--- src/rtl/gpio_seq_pkg.sv ---
// gpio_seq_pkg: shared definitions for the GPIO pattern sequencer.
//   - Register word offsets, selected by PADDR[4:2].
//   - The sequencer state enum.
//   - Bit positions inside CTRL, STATUS and IRQEN.
// Optional build macro used by the sequencer: GPIO_SEQ_RX_EN (RX capture path).
package gpio_seq_pkg;

  // Register word offsets (byte address >> 2)
  localparam logic [2:0] REG_CTRL   = 3'd0;
  localparam logic [2:0] REG_DIV    = 3'd1;
  localparam logic [2:0] REG_DIR    = 3'd2;
  localparam logic [2:0] REG_TXDATA = 3'd3;
  localparam logic [2:0] REG_RXDATA = 3'd4;
  localparam logic [2:0] REG_STATUS = 3'd5;
  localparam logic [2:0] REG_IRQEN  = 3'd6;
  localparam logic [2:0] REG_THRESH = 3'd7;

  typedef enum logic [1:0] {
    ST_IDLE  = 2'd0,
    ST_RUN   = 2'd1,
    ST_STALL = 2'd2
  } seq_state_t;

  // CTRL bits
  localparam int CTRL_RUN   = 0;
  localparam int CTRL_TXCLR = 2;
  localparam int CTRL_RXCLR = 3;

  // STATUS bits
  localparam int STAT_UNDERFLOW = 18;
  localparam int STAT_OVERFLOW  = 19;

  // IRQEN / pending bits
  localparam int IRQ_TXLOW  = 0;
  localparam int IRQ_RXHIGH = 1;
  localparam int IRQ_ERR    = 2;

endpackage

--- src/rtl/gpio_seq_fifo.sv ---
// gpio_seq_fifo: synchronous FIFO, W bits wide, DEPTH entries (power of two).
// Ports:
//   clk, reset      clock, asynchronous active-high reset
//   push, wdata     write request and data; accepted when not full, or when
//                   a pop happens in the same cycle
//   pop, rdata      read request; rdata always shows the head entry
//   clr             empties the FIFO in one cycle (wins over push/pop)
//   full, empty     status flags
//   level           number of stored entries (0..DEPTH)
module gpio_seq_fifo #(
  parameter int W     = 32,
  parameter int DEPTH = 8
) (
  input  logic                     clk,
  input  logic                     reset,
  input  logic                     push,
  input  logic                     pop,
  input  logic                     clr,
  input  logic [W-1:0]             wdata,
  output logic [W-1:0]             rdata,
  output logic                     full,
  output logic                     empty,
  output logic [$clog2(DEPTH):0]   level
);
  localparam int PW = $clog2(DEPTH);

  logic [W-1:0]  mem [DEPTH];
  logic [PW-1:0] wr_ptr;
  logic [PW-1:0] rd_ptr;
  logic          do_push;
  logic          do_pop;

  assign empty   = (level == '0);
  assign full    = (level == (PW+1)'(DEPTH));
  assign do_pop  = pop & ~empty;
  // A pop frees a slot in the same cycle, so a push at full still lands.
  assign do_push = push & (~full | do_pop);
  assign rdata   = mem[rd_ptr];

  // Pointers wrap naturally because DEPTH is a power of two.
  always_ff @(posedge clk or posedge reset) begin
    if (reset) begin
      wr_ptr <= '0;
      rd_ptr <= '0;
      level  <= '0;
    end else if (clr) begin
      wr_ptr <= '0;
      rd_ptr <= '0;
      level  <= '0;
    end else begin
      if (do_push) wr_ptr <= wr_ptr + 1'b1;
      if (do_pop)  rd_ptr <= rd_ptr + 1'b1;
      if (do_push && !do_pop)      level <= level + 1'b1;
      else if (do_pop && !do_push) level <= level - 1'b1;
    end
  end

  // Storage needs no reset: level alone decides what is valid.
  always_ff @(posedge clk) begin
    if (do_push && !clr) mem[wr_ptr] <= wdata;
  end

endmodule

--- src/rtl/gpio_seq_apb.sv ---
// gpio_seq_apb: APB pattern sequencer for a GPIO bank. Software queues words
// into a TX FIFO; on every tick the sequencer pops one onto gpio_out and
// captures gpio_in into an RX FIFO.
// Ports:
//   clk, reset                     clock, asynchronous active-high reset
//   PADDR/PSEL/PENABLE/PWRITE/PWDATA  APB request (PADDR[4:2] selects register)
//   PRDATA/PREADY/PSLVERR          APB response (zero wait states)
//   gpio_in                        synchronised pin inputs
//   gpio_out, gpio_dir             pin values and output enables
//   irq                            registered level interrupt
// Build macro: GPIO_SEQ_RX_EN builds the RX FIFO and capture path; without it
// RXDATA always errors, rx level/overflow read 0 and rxclr is ignored.
module gpio_seq_apb #(
  parameter int GW    = 32,
  parameter int DEPTH = 8,
  parameter int AW    = 12
) (
  input  logic          clk,
  input  logic          reset,
  input  logic [AW-1:0] PADDR,
  input  logic          PSEL,
  input  logic          PENABLE,
  input  logic          PWRITE,
  input  logic [31:0]   PWDATA,
  output logic [31:0]   PRDATA,
  output logic          PREADY,
  output logic          PSLVERR,
  input  logic [GW-1:0] gpio_in,
  output logic [GW-1:0] gpio_out,
  output logic [GW-1:0] gpio_dir,
  output logic          irq
);
  import gpio_seq_pkg::*;

  localparam int LW = $clog2(DEPTH) + 1;

  seq_state_t    state;
  logic          run;
  logic [15:0]   div;
  logic [15:0]   cnt;
  logic [GW-1:0] dir;
  logic [2:0]    irqen;
  logic [7:0]    txthresh;
  logic [7:0]    rxthresh;
  logic          underflow;
  logic          overflow;

  logic          access, addr_ok, wr_en, rd_en;
  logic [2:0]    reg_sel;
  logic          ctrl_wr, status_wr, tx_push_req, rx_pop_req;
  logic          run_nxt, tick, tx_pop, capture, udf_set, ovf_set;
  logic          tx_full, tx_empty, rx_empty;
  logic [GW-1:0] tx_rdata, rx_rdata;
  logic [LW-1:0] tx_level, rx_level;
  logic [7:0]    tx_lvl8, rx_lvl8;
  logic [2:0]    pending;
  logic [31:0]   status_word;

  assign access      = PSEL & PENABLE;
  assign addr_ok     = (PADDR[AW-1:5] == '0);
  assign reg_sel     = PADDR[4:2];
  assign wr_en       = access & PWRITE & addr_ok;
  assign rd_en       = access & ~PWRITE & addr_ok;
  assign ctrl_wr     = wr_en & (reg_sel == REG_CTRL);
  assign status_wr   = wr_en & (reg_sel == REG_STATUS);
  assign tx_push_req = wr_en & (reg_sel == REG_TXDATA);
  assign rx_pop_req  = rd_en & (reg_sel == REG_RXDATA);
  assign PREADY      = 1'b1;
  assign gpio_dir    = dir;

  // The FSM follows the run value being committed, so run=1 enters RUN and
  // run=0 enters IDLE on the same edge that writes CTRL.
  assign run_nxt = ctrl_wr ? PWDATA[CTRL_RUN] : run;
  assign tick    = (state != ST_IDLE) && (cnt >= div);
  assign tx_pop  = tick & ~tx_empty;
  assign capture = tx_pop;
  assign udf_set = tick & tx_empty;

  gpio_seq_fifo #(.W(GW), .DEPTH(DEPTH)) u_tx_fifo (
    .clk   (clk),
    .reset (reset),
    .push  (tx_push_req),
    .pop   (tx_pop),
    .clr   (ctrl_wr & PWDATA[CTRL_TXCLR]),
    .wdata (PWDATA[GW-1:0]),
    .rdata (tx_rdata),
    .full  (tx_full),
    .empty (tx_empty),
    .level (tx_level)
  );

`ifdef GPIO_SEQ_RX_EN
  logic rx_full;
  logic unused_bits;

  gpio_seq_fifo #(.W(GW), .DEPTH(DEPTH)) u_rx_fifo (
    .clk   (clk),
    .reset (reset),
    .push  (capture),
    .pop   (rx_pop_req),
    .clr   (ctrl_wr & PWDATA[CTRL_RXCLR]),
    .wdata (gpio_in),
    .rdata (rx_rdata),
    .full  (rx_full),
    .empty (rx_empty),
    .level (rx_level)
  );

  // A concurrent software pop makes room, so only then is the sample kept.
  assign ovf_set     = capture & rx_full & ~rx_pop_req;
  assign unused_bits = ^PADDR[1:0];
`else
  logic unused_bits;

  assign rx_rdata    = '0;
  assign rx_empty    = 1'b1;
  assign rx_level    = '0;
  assign ovf_set     = 1'b0;
  assign unused_bits = ^{PADDR[1:0], gpio_in};
`endif

  assign tx_lvl8 = 8'(tx_level);
  assign rx_lvl8 = 8'(rx_level);

  assign pending[IRQ_ERR]    = underflow | overflow;
  assign pending[IRQ_RXHIGH] = (rx_lvl8 >= rxthresh) && (rx_lvl8 != 8'd0);
  assign pending[IRQ_TXLOW]  = (tx_lvl8 <= txthresh);

  assign status_word = {12'd0, overflow, underflow, 2'(state), rx_lvl8, tx_lvl8};

  // APB read data and error response, valid only during the access phase.
  always_comb begin
    PRDATA  = '0;
    PSLVERR = 1'b0;
    if (access) begin
      if (!addr_ok) begin
        PSLVERR = 1'b1;
      end else begin
        case (reg_sel)
          REG_CTRL:   PRDATA[CTRL_RUN] = run;
          REG_DIV:    PRDATA[15:0] = div;
          REG_DIR:    PRDATA[GW-1:0] = dir;
          REG_TXDATA: PSLVERR = PWRITE & tx_full & ~tx_pop;
          REG_RXDATA: begin
            if (!PWRITE) begin
              if (rx_empty) PSLVERR = 1'b1;
              else          PRDATA[GW-1:0] = rx_rdata;
            end
          end
          REG_STATUS: PRDATA = status_word;
          REG_IRQEN:  PRDATA[2:0] = irqen;
          REG_THRESH: PRDATA[15:0] = {rxthresh, txthresh};
          default:    PRDATA = '0;
        endcase
      end
    end
  end

  // Software-visible configuration, sticky error flags and the irq register.
  always_ff @(posedge clk or posedge reset) begin
    if (reset) begin
      run       <= 1'b0;
      div       <= '0;
      dir       <= '0;
      irqen     <= '0;
      txthresh  <= '0;
      rxthresh  <= '0;
      underflow <= 1'b0;
      overflow  <= 1'b0;
      irq       <= 1'b0;
    end else begin
      if (wr_en) begin
        case (reg_sel)
          REG_CTRL:   run <= PWDATA[CTRL_RUN];
          REG_DIV:    div <= PWDATA[15:0];
          REG_DIR:    dir <= PWDATA[GW-1:0];
          REG_IRQEN:  irqen <= PWDATA[2:0];
          REG_THRESH: begin
            txthresh <= PWDATA[7:0];
            rxthresh <= PWDATA[15:8];
          end
          default: ;
        endcase
      end
      // A new event in the same cycle as the W1C keeps the flag set.
      if (udf_set)                                  underflow <= 1'b1;
      else if (status_wr && PWDATA[STAT_UNDERFLOW]) underflow <= 1'b0;
      if (ovf_set)                                  overflow <= 1'b1;
      else if (status_wr && PWDATA[STAT_OVERFLOW])  overflow <= 1'b0;
      irq <= |(pending & irqen);
    end
  end

  // Sequencer FSM with tick counter and the registered pin outputs.
  always_ff @(posedge clk or posedge reset) begin
    if (reset) begin
      state    <= ST_IDLE;
      cnt      <= '0;
      gpio_out <= '0;
    end else begin
      if (tx_pop) gpio_out <= tx_rdata;
      if (!run_nxt) begin
        state <= ST_IDLE;
        cnt   <= '0;
      end else begin
        case (state)
          ST_IDLE: begin
            state <= ST_RUN;
            cnt   <= '0;
          end
          ST_RUN, ST_STALL: begin
            cnt <= tick ? 16'd0 : cnt + 16'd1;
            if (tick) state <= tx_empty ? ST_STALL : ST_RUN;
          end
          default: begin
            state <= ST_IDLE;
            cnt   <= '0;
          end
        endcase
      end
    end
  end

endmodule

--- config.mk ---
export PLATFORM = sky130hd
export DESIGN_NAME = gpio_seq_apb
export DESIGN_NICKNAME = d
export VERILOG_FILES = /design/src/rtl/gpio_seq_pkg.sv /design/src/rtl/gpio_seq_fifo.sv /design/src/rtl/gpio_seq_apb.sv
export SDC_FILE = /design/constraint.sdc
export NUM_CORES = 1
export LEC_CHECK = 0
export ABC_AREA = 1
export CAP_MARGIN = 10
export CORE_ASPECT_RATIO = 1.25
export CORE_MARGIN = 2
export CORE_UTILIZATION = 60
export DETAILED_ROUTE_END_ITERATION = 10
export HOLD_SLACK_MARGIN = 0.02
export PLACE_DENSITY = 0.84
export SLEW_MARGIN = 15
export SYNTH_ARGS = -nofsm -noshare
export SYNTH_HDL_FRONTEND = slang
export SYNTH_SLANG_ARGS = --single-unit
--- constraint.sdc ---
create_clock -name clk -period 8.01 [get_ports clk]
set_input_delay 1.602 -clock clk [delete_from_list [all_inputs] [get_ports clk]]
set_output_delay 1.602 -clock clk [all_outputs]
set_load 0.05 [all_outputs]
==> flow_summary.ini, run 1 <==
[outcome]
status = completed

[sta]
setup_viol = 0
timing.fmax_ghz = 0.167
clock_skew_ns = 0.00902
setup_ws_ns = 2.02
slew-limit-headroom_pct = 21.6
tightest_slew_ns = 1.17
finalHoldViolCount = 0
tns_ns = 0
hold_ws_ns = 0.480
maxSlewViolCount = 0
fin_crit_ns = 5.99
rsz0062_at_grt = no
fin_crit_sh_pct = 74.7

[detailed_routing]
wl_per_cell_um = 20.5
drt-total-wl_mm = 39.4
first_pass_iters = 7
num_vias = 11700
ant_nets = 0
dr.first_iter.drc_count = 1150
route.detailed.drc = 0
vias_per_cell = 6.07

[setup_path]
reg2reg_depth = 22
crit_end = PRDATA[2]
r2r_setup_slack_ns = 4.61
critPathKind = primary input to output port
crit_path_start_kind = primary input
required_ns = 6.41
critical_path_arrival_ns = 4.38
critPathMaxFanout = 21
r2r_end = u_tx_fifo.level[3]
cp-end-kind = output port
r2r-start = cnt[2]
startpoint = PADDR[3]

[floorplan]
rows = 67
initial_utilization_pct = 60.6
die_area_mm2 = 0.0282
die_h_um = 187
pin_count = 180
core-area_mm2 = 0.0266
die_x_um = 151

[logic_synthesis]
syn_area_mm2 = 0.0161
syn-num-nets = 1535
yosysSeqAreaShare_pct = 67.9
ys_warn_count = 0
async_reset_ff_share_pct = 33.7
synth_cell_types = 38
synth_area_per_cell_um2 = 11.3
synthFlopType = edfxtp_1
ys_ff_latch = 386
syn-instance-count = 1425
synth_edf_count = 256

[clock_tree]
clockRootBuffer = clkbuf_16
postCtsHoldBufs = 0
cts_made_buffers = 37
cts_tree = built
htreeDepth = 2
ctsResizeCount = 0
insertion_delay_ns = 0.53
clock_sinks = 386
postCtsSetupRepairBufs = 0
cts_max_path_buffers = 3
clkSlewWorstSetupHoldPaths_ns = 0.06

[power]
ir_drop_mv = 0.156
power.density_mw_per_mm2 = 225
p_leak_nw = 7.23

[placement]
place_ws_ns = 2.08
portBuffers = 144
gp_congestion = 0.901
hpwl_mm = 22.7

[finish]
area_growth_pct = 18.9
multiInputGateArea_mm2 = 0.00451
final_nets = 1658
final_cell_mix = edfxtp_1, o21ai_0, nand2_1
final_common_cell = edfxtp_1
n_fill_cell = 1687
seq_area_mm2 = 0.0109
drive_gt1_share_pct = 6.22

[global_routing]
grt-ovfl-total = 0
grt_pass1_vias = 12000
grt_pass1_wl_mm = 61.8
antenna_found_initial = 1
grt_usage_pct = 28.5
grt_max_degree = 131

[flow_run]
maxCapViolCount = 0

[hold_path]
hold_class = flop to flop
==> state kept, by name, summed over array words and instances (netlist names) <==
| name | flops |
|---|---|
| u_tx_fifo.mem | 256 |
| div | 16 |
| irq | 1 |
| gpio_dir | 32 |
| state | 2 |
| irqen | 3 |
| underflow | 1 |
| txthresh | 8 |
| cnt | 16 |
| u_tx_fifo.rd_ptr | 3 |
| rxthresh | 8 |
| gpio_out | 32 |
| run | 1 |
| u_tx_fifo.level | 4 |
| u_tx_fifo.wr_ptr | 3 |
==> how the worst min path moves through the flow <==
stage | startpoint | end | cells past startpoint | slack [ns]
after floorplan | div[15] | div[15] | 2 | 0.45
after global placement | gpio_out[2] | gpio_out[2] | 2 | 0.47
after detailed placement | gpio_out[14] | gpio_out[14] | 2 | 0.47
after CTS | gpio_out[14] | gpio_out[14] | 2 | 0.49
after global routing | gpio_out[18] | gpio_out[18] | 2 | 0.50
final | gpio_out[14] | gpio_out[14] | 2 | 0.48
==> per-layer routing <==
metal	vias up	track usage (%)	wire [um]
li1	5277	-	-
met1	5663	36.7	14900
met2	597	47.5	19900
met3	124	3.85	2830
met4	0	14.2	1670
met5	-	0	0
==> kinds of logic (layout without fill, tap and decap cells) <==
kind of cell / count (synthesis) / in the layout / synth area share [%]
simple gates: 472 / 472 / 11.8
fa+ha+maj: 29 / 29 / 2.30
mux: 5 / 5 / 0.466
other cells: 1 / 2 / 0.0233
buf+inv: 174 / 325 / 4.24
xor+xnor: 11 / 11 / 0.598
flops: 386 / 386 / 67.9
compound gates: 347 / 347 / 12.6
==> cell type report <==
class | instances | share of cell area [%]
Antenna cell | 1 | 0.0131
Clock buffer | 44 | 5.25
Clock inverter | 23 | 1.66
Inverter | 97 | 1.93
Multi-Input combinational cell | 865 | 23.5
Sequential cell | 386 | 57.2
Tap cell | 345 | 2.25
Timing Repair Buffer | 161 | 8.20
==> stage by stage <==
stage	cell area (um2)	util, %	power [mW]	instances
after detailed placement	17800	67.1	2.44	1854
final	19100	72.0	4.30	1922
after global routing	19100	72.0	4.42	1922
after CTS	19100	72.0	4.31	1921
after floorplan	16100	-	2.34	1425
after global placement	17800	67.1	2.43	1854
==> synth_stat cells, drive strengths merged (2+ instances only) <==
| master | number | share of area, % |
|---|---|---|
| a21oi | 29 | 0.90 |
| a22oi | 6 | 0.28 |
| a31oi | 12 | 0.47 |
| a41oi | 3 | 0.16 |
| buf | 13 | 0.49 |
| clkbuf | 64 | 1.5 |
| dfrtp | 130 | 20 |
| edfxtp | 256 | 48 |
| ha | 28 | 2.2 |
| inv | 96 | 2.2 |
| mux2 | 5 | 0.47 |
| nand2 | 219 | 5.1 |
| nand3 | 29 | 1.0 |
| nand4 | 7 | 0.27 |
| nor2 | 192 | 4.6 |
| nor3 | 20 | 0.62 |
| nor4 | 4 | 0.16 |
| o21a | 2 | 0.093 |
| o21ai | 228 | 7.1 |
| o221ai | 64 | 3.5 |
| xnor2 | 3 | 0.16 |
| xor2 | 8 | 0.44 |
==> power by group <==
group	internal (mW)	switching, mW	leakage, nW
Clock	1.16	0.748	0.648
Combinational	0.0729	0.166	2.55
Sequential	2.14	0.0189	4.04
==> worst max-delay path, stage by stage <==
cell	delay (ns)
clkdlybuf4s50_1	0.54
inv_1	0.10
nor2_1	0.16
nand2_1	0.31
inv_1	0.16
buf_4	0.30
nand2_1	0.09
a41oi_1	0.26
clkdlybuf4s50_1	0.85
Power figures use the tool's default switching activity.
==> run 2: changes to the inputs <==
Settings changed: CORE_UTILIZATION 60 to 51, PLACE_DENSITY 0.84 to 0.76.
Clock period 8.01 ns to 4.8 ns, I/O delays scaled along.
==> flow_summary.ini, run 2 (synthesis gave the netlist of run 1 again) <==
[sta]
tightest_slew_ns = 1.20
fin_crit_ns = 4.19
setup_ws_ns = 0.608
fin_crit_sh_pct = 87.3
rsz0062_at_grt = no
clock_skew_ns = 0.0172
finalHoldViolCount = 0
setup_viol = 0
maxSlewViolCount = 0
slew-limit-headroom_pct = 20.2
tns_ns = 0
timing.fmax_ghz = 0.239

[finish]
final_cell_mix = edfxtp_1, o21ai_0, nand2_1
largest_reg_flops = 256
n_fill_cell = 2345
largest-register = u_tx_fifo.mem
multiInputGateArea_mm2 = 0.00455
final_common_cell = edfxtp_1
seq_area_mm2 = 0.0109
final_nets = 1662
finalNonFillerCells = 1988
drive_gt1_share_pct = 7.85
fin_util_pct = 62.7
area_growth_pct = 20.7

[setup_path]
cp-end-kind = output port
slowest_stage = clkdlybuf4s50_1
crit_end = PRDATA[26]
crit_path_start_kind = primary input
reg2reg_depth = 14
slowest_delay_ns = 0.84
crit_top_cell = clkdlybuf4s50_1
required_ns = 3.84
path_cells = clkdlybuf4s50_1 -> inv_1 -> nor2_1 -> nand2_1 -> nor3_1 -> clkdlybuf4s50_1
r2r-start = cnt[3]
critical_path_arrival_ns = 3.23
r2r_end = u_tx_fifo.mem[0][28]
critPathMaxFanout = 12
startpoint = PADDR[3]
critPathKind = primary input to output port
r2r_setup_slack_ns = 1.44

[clock_tree]
clockRootBuffer = clkbuf_16
htreeDepth = 2
cts_tree = built
postCtsSetupRepairBufs = 0
clock_sinks = 386
cts_max_path_buffers = 3
cts_made_buffers = 37
clkSlewWorstSetupHoldPaths_ns = 0.06
postCtsHoldBufs = 0
ctsResizeCount = 0
insertion_delay_ns = 0.52

[flow_run]
maxCapViolCount = 0

[floorplan]
pin_count = 180
die_x_um = 163
rows = 72
die_h_um = 203
core-area_mm2 = 0.0310
initial_utilization_pct = 52.0
die_area_mm2 = 0.0330

[placement]
place_inst = 1920
portBuffers = 144
hpwl_mm = 23.0
gp_congestion = 0.860
place_ws_ns = 0.647

[power]
ir_drop_mv = 0.315
totalPowerFinal_mw = 6.94
power.density_mw_per_mm2 = 357
p_leak_nw = 7.31

[global_routing]
use_met1_pct = 31.4
grt_use_met3_pct = 3.21
grt-ovfl-total = 0
top_usage_layer = met2
grt_pass1_vias = 11600
antenna_found_initial = 1
use_met2_pct = 39.4
grt_max_degree = 110
grt_usage_pct = 23.5
grt_pass1_wl_mm = 61.0

[detailed_routing]
route.detailed.drc = 0
num_vias = 11400
vias_per_cell = 5.72
dr.first_iter.drc_count = 969
first_pass_iters = 5
wl_per_cell_um = 19.5
drt-total-wl_mm = 38.7
ant_nets = 0

[hold_path]
hold_start = gpio_out[7]
hold_class = flop to flop

[outcome]
status = completed
run 2: cell count changes in the layout (fill, tap and decap cells not counted), sizes merged:
cell           delta
clkinvlp          +1
inv               -1
clkdlybuf4s50    -21
clkbuf           +12
buf              +25
clkinv            -6
bufinv            -6
run 2: critical path, delay by kind of cell:
family | cells | cell delay (ns)
and+or+nand+nor | 3 | 0.78
buffers and inverters | 3 | 1.47
run 2: how the worst min path moves through the flow:
| stage | to | slack [ns] | cells past startpoint |
|---|---|---|---|
| after floorplan | div[15] | 0.45 | 2 |
| after global placement | rxthresh[7] | 0.47 | 2 |
| after detailed placement | div[15] | 0.47 | 2 |
| after CTS | gpio_out[7] | 0.49 | 2 |
| after global routing | gpio_out[13] | 0.50 | 2 |
| final | gpio_out[7] | 0.48 | 2 |
run 2: where the power goes:
| group | total (mW) | internal [mW] | switching, mW |
|---|---|---|---|
| registers | 3.61 | 3.57 | 0.0331 |
| clock network | 2.94 | 1.71 | 1.22 |
| logic | 0.392 | 0.122 | 0.270 |
| total | 6.94 | 5.41 | 1.53 |
run 2: per-stage QoR:
stage	instance area [um2]	hold slack, ns
4_1_cts	19400	0.488
5_1_grt	19400	0.501
2_1_floorplan	16100	0.453
3_5_place_dp	18200	0.474
3_3_place_gp	18200	0.467
6_report	19400	0.482
run 2: per-layer routing:
| metal | wire [um] | vias to the layer above |
|---|---|---|
| li1 | - | 5281 |
| met1 | 16000 | 5588 |
| met2 | 19200 | 441 |
| met3 | 2510 | 69 |
| met4 | 1040 | 0 |
| met5 | 0 | - |
run 2: layout make-up:
class,count,share of cell area [%]
Antenna cell,1,0.0129
Clock inverter,11,0.663
Inverter,97,1.90
Timing Repair Buffer,165,9.43
Tap cell,407,2.62
Sequential cell,386,56.3
Clock buffer,56,5.70
Multi-Input combinational cell,865,23.4
